$ cat src/rtl/codec_intf.sv
// codec_intf: serial interface to an audio codec -- generates MCLK/SCLK/LRCLK from one counter,
// shifts 24-bit I2S words out on SDin and in from SDout, and releases the codec reset.
// Ports:
//   clk, rst_n        system clock, asynchronous active-low reset
//   lft_out, rht_out  signed DAC samples, sampled once per slot at the load point
//   SDout             serial ADC data from the codec
//   MCLK/SCLK/LRCLK   codec clocks: clk/4, clk/16, clk/1024 (LRCLK 0 = left slot)
//   SDin              serial DAC data to the codec, MSB first
//   RSTn              codec reset, held low for the first 1024 clocks after rst_n release
//   lft_in, rht_in    upper 16 bits of the received 24-bit ADC words
//   valid             one-clock strobe when a new lft_in/rht_in pair is available
module codec_intf (
  input  logic               clk,
  input  logic               rst_n,
  input  logic signed [15:0] lft_out,
  input  logic signed [15:0] rht_out,
  input  logic               SDout,
  output logic               MCLK,
  output logic               SCLK,
  output logic               LRCLK,
  output logic               SDin,
  output logic               RSTn,
  output logic signed [15:0] lft_in,
  output logic signed [15:0] rht_in,
  output logic               valid
);
  logic [9:0]  cnt;
  logic [23:0] rx;
  logic [23:0] tx;
  logic        lft_ok;
  logic [4:0]  pos;
  logic        rx_en;
  logic        tx_ld;
  logic        tx_sh;
  assign pos   = cnt[8:4];
  assign rx_en = cnt[3:0] == 4'h8 && pos != 5'd0 && pos <= 5'd24;
  // Both slot loads land on the pos-0 SCLK fall point, so the load simply overrides the shift.
  assign tx_ld = cnt[8:0] == 9'h00F;
  assign tx_sh = cnt[3:0] == 4'hF;
  // Clocks are counter bits, i.e. flop outputs, so they cannot glitch.
  assign MCLK  = cnt[1];
  assign SCLK  = cnt[3];
  assign LRCLK = cnt[9];
  assign SDin  = tx[23];
  always_ff @(posedge clk or negedge rst_n)
    if (!rst_n) begin
      cnt    <= '0;
      rx     <= '0;
      tx     <= '0;
      RSTn   <= 1'b0;
      lft_in <= '0;
      rht_in <= '0;
      lft_ok <= 1'b0;
      valid  <= 1'b0;
    end else begin
      cnt <= cnt + 10'd1;
      if (cnt == 10'h3FF) RSTn <= 1'b1;
      if (rx_en) rx <= {rx[22:0], SDout};
      if (tx_ld) tx <= {cnt[9] ? rht_out : lft_out, 8'h00};
      else if (tx_sh) tx <= {tx[22:0], 1'b0};
      if (cnt == 10'h189) begin
        lft_in <= rx[23:8];
        lft_ok <= RSTn;
      end
      if (cnt == 10'h389) rht_in <= rx[23:8];
      // a pair is only announced when both halves were received with the codec out of reset
      valid <= cnt == 10'h389 && RSTn && lft_ok;
    end
endmodule

$ cat config.mk
export PLATFORM = sky130hd
export DESIGN_NAME = codec_intf
export DESIGN_NICKNAME = d
export VERILOG_FILES = /design/src/rtl/codec_intf.sv
export SDC_FILE = /design/constraint.sdc
export NUM_CORES = 1
export LEC_CHECK = 0
export CAP_MARGIN = 25
export CORE_AREA = 8 8 112 114
export CTS_CLUSTER_DIAMETER = 120
export DETAILED_ROUTE_END_ITERATION = 6
export DIE_AREA = 0 0 120 122
export DONT_BUFFER_PORTS = 1
export PLACE_DENSITY_LB_ADDON = 0.25
export SETUP_SLACK_MARGIN = 0.15
export SYNTH_ARGS = -nofsm -noshare
export SYNTH_HDL_FRONTEND = slang
export SYNTH_SLANG_ARGS = --single-unit
$ cat constraint.sdc
create_clock -name clk -period 2.3 [get_ports clk]
set_input_delay 0.345 -clock clk [delete_from_list [all_inputs] [get_ports clk]]
set_output_delay 0.345 -clock clk [all_outputs]
set_load 0.05 [all_outputs]
==> flow_metrics.py <==
metrics = {
    "clock_tree": {
        "cts.sink_count": 85,
        "cts_resized": 0,
        "clkLatencyLatePin_ns": 0.35,
        "clk_path_buf_depth": 2,
        "numCtsBuffers": 9,
        "path_clk_slew_ns": 0.09,
        "cts_post_setup_buffers_inserted": 0,
        "cts_tree": "built",
        "cts-root-buf": "clkbuf_8",
        "cts_htree_levels": 3,
    },
    "worst_setup_path": {
        "rrSetupSlack_ns": 0.35,
        "required_ns": 2.53,
        "crit_type": "flop to flop",
        "cp.arrival_ns": 2.18,
        "start_kind": "flop",
        "end_kind": "flop",
        "ff2ff_path_depth": 3,
        "r2r_start": "cnt[4]",
        "path_max_fanout": 16,
        "r2r_end": "tx[10]",
    },
    "yosys": {
        "ys_seq_area_frac": 0.582,
        "synth_cells": 267,
        "syn_avg_cell_area_um2": 13.7,
        "syn-cell-area_um2": 3650,
        "ys_ff_latch": 85,
        "synth_cell_types": 32,
        "syn_nets": 305,
        "yosys_warnings": 0,
    },
    "timing": {
        "min_period_ns": 1.95,
        "fmax_mhz": 512,
        "holdWs_ns": -0.328,
        "finalMaxSlewViolations": 0,
        "rsz0062_at_grt": "false",
        "period_share": 0.849,
        "setup_viol": 0,
        "slew_headroom": 0.582,
        "hold_violations": 85,
        "fin_tns_setup_ns": 0,
        "worst_slack_ns": 0.348,
        "worst_pin_slew_ns": 0.627,
        "finClkSkew_ns": 0.00791,
    },
    "finish": {
        "nFillCells": 1046,
        "final_nets": 306,
        "syn2layout_area_growth_pct": 9.11,
        "seqCellArea_um2": 2130,
        "layout-drive-gt1-share": 0.305,
        "multi_input_area_um2": 1410,
        "finalInstanceArea_um2": 3990,
        "final_cells": 412,
        "antenna_cells": 0,
    },
    "die": {
        "dieWidth_um": 120,
        "die_h_um": 122,
        "initial_core_util": 0.342,
        "io_pins": 73,
        "rows": 38,
        "dieArea_um2": 14600,
        "core_um2": 10700,
    },
    "grt": {
        "antenna_found_initial": 0,
        "grt.total_usage": 0.105,
        "grt_pass1_wl_um": 12200,
        "grt_pass1_vias": 2248,
        "grt_max_degree": 86,
        "gr-total-overflow": 0,
    },
    "run_status": {
        "failed_checks": "hold timing",
        "outcome": "finished, violations left",
    },
    "place": {
        "dp_cells": 397,
        "hpwl_um": 4900,
        "pre_cts_slack_ns": 0.363,
        "placed_cell_area_um2": 3790,
        "io_buffers": 0,
        "gp_congestion": 0.743,
    },
    "drt": {
        "vias_per_cell": 5.06,
        "via_count": 2084,
        "drc_errors": 0,
        "antenna_left": 0,
        "drtPass1Iterations": 4,
        "wl_per_cell_um": 17.9,
        "first_iter_violations": 136,
        "wl_um": 7390,
    },
    "pwr": {
        "powerDensity_nw_per_um2": 655,
        "vdd_drop_max_mv": 0.241,
        "leakage_nw": 1.82,
    },
    "job": {
        "drv_cap": 0,
    },
    "min_path": {
        "hp-class": "primary input to async pin",
    },
}
## through the flow
stage / utilization / hold WS, ns / power, mW
final: 0.373 / -0.328 / 2.61
after global routing: 0.373 / -0.367 / 2.74
after CTS: 0.373 / -0.345 / 2.65
after detailed placement: 0.355 / 0.0518 / 1.57
after global placement: 0.355 / 0.0521 / 1.57
after floorplan: - / 0.0494 / 1.57
## Yosys cell counts
master    instances  area [um^2]
or3_1             1         6.26
nor3_1            3         15.0
mux2i_1          16          160
o2111a_1          1         11.3
o311ai_1          9         78.8
buf_6             4         45.0
clkbuf_1          9         33.8
xor2_1            4         35.0
mux2_2           55          619
nand3_1           4         20.0
o31ai_1           1         7.51
a31o_2            1         8.76
nand2_1          18         67.6
dfrtp_1          85         2130
and4b_1           1         10.0
or2_2             1         6.26
o211ai_1         15          113
nor4b_4           1         23.8
buf_1             2         7.51
or2_1             1         6.26
nor2_1            4         15.0
o311ai_0          7         61.3
inv_1             4         15.0
nand4_1           3         18.8
buf_2             4         20.0
mux2_1            2         22.5
and3b_1           1         8.76
nor2b_1           1         6.26
and2_1            1         6.26
xnor2_1           4         35.0
ha_1              3         37.5
and3_1            1         6.26
## worst max-delay path, stage by stage, from the launching register on
cell and delay (ns):
dfrtp_1 0.43, or3_1 0.47, or2_1 0.50, o311ai_0 0.43
## power by group
group          switching [mW]  total, mW  leakage, nW  internal (mW)
sequential             0.0110       1.52         1.13           1.51
clock                   0.560       1.07       0.0980          0.510
combinational          0.0111     0.0247        0.587         0.0135
total                   0.582       2.61         1.82           2.03
## worst max path at each step
stage | start | endpoint | slack, ns | cells past startpoint
4_1_cts | cnt[4] | tx[10] | 0.34 | 3
5_1_grt | cnt[4] | tx[13] | 0.20 | 3
3_5_place_dp | cnt[4] | tx[10] | 0.36 | 3
2_1_floorplan | cnt[1] | rht_in[0] | 0.19 | 6
6_report | cnt[4] | tx[10] | 0.35 | 3
3_3_place_gp | cnt[1] | lft_in[12] | 0.41 | 6
## final cells by class
type	count	area share
clock buffers	9	0.0311
clock inverters	6	0.0179
inverters	4	0.00377
multi-input cells	159	0.353
flip-flops and latches	85	0.534
well taps	140	0.0439
repair buffers	9	0.0169
## sequential cells by signal (all words and copies together), names as in the netlist
register  count
RSTn          1
cnt          10
lft_in       16
lft_ok        1
rht_in       16
rx           24
tx           16
valid         1
## cells in the final DEF, fill, tap and decap left out, types with 2 or more instances in the layout
cell / n
nand4_1: 3
inv_6: 2
ha_1: 3
xor2_1: 4
mux2_2: 55
inv_1: 4
nor2_1: 4
nor3_1: 3
clkbuf_8: 9
nand2_1: 18
xnor2_1: 4
mux2_1: 2
o311ai_0: 7
dfrtp_1: 84
o311ai_1: 9
buf_4: 9
mux2i_1: 16
nand3_1: 4
o211ai_1: 15
## kinds of logic after synthesis
kind of cell             count (synthesis)  synth area share
adder cells (fa/ha/maj)                  3            0.0103
multiplexers                            73             0.219
AO/OA/AOI/OAI                           34            0.0767
AND/OR/NAND/NOR                         41            0.0592
flip-flops                              85             0.582
buffers and inverters                   23            0.0332
XOR/XNOR                                 8            0.0192
## routing by layer
metal / vias to the layer above / GRT usage / share of wire
met2: 68 / 0.162 / 0.44
met3: 8 / 0.0555 / 0.088
li1: 973 / - / -
met4: 0 / 0.0234 / 0.0083
met5: - / 0 / 0
met1: 1035 / 0.128 / 0.47
Power figures use the tool's default switching activity.
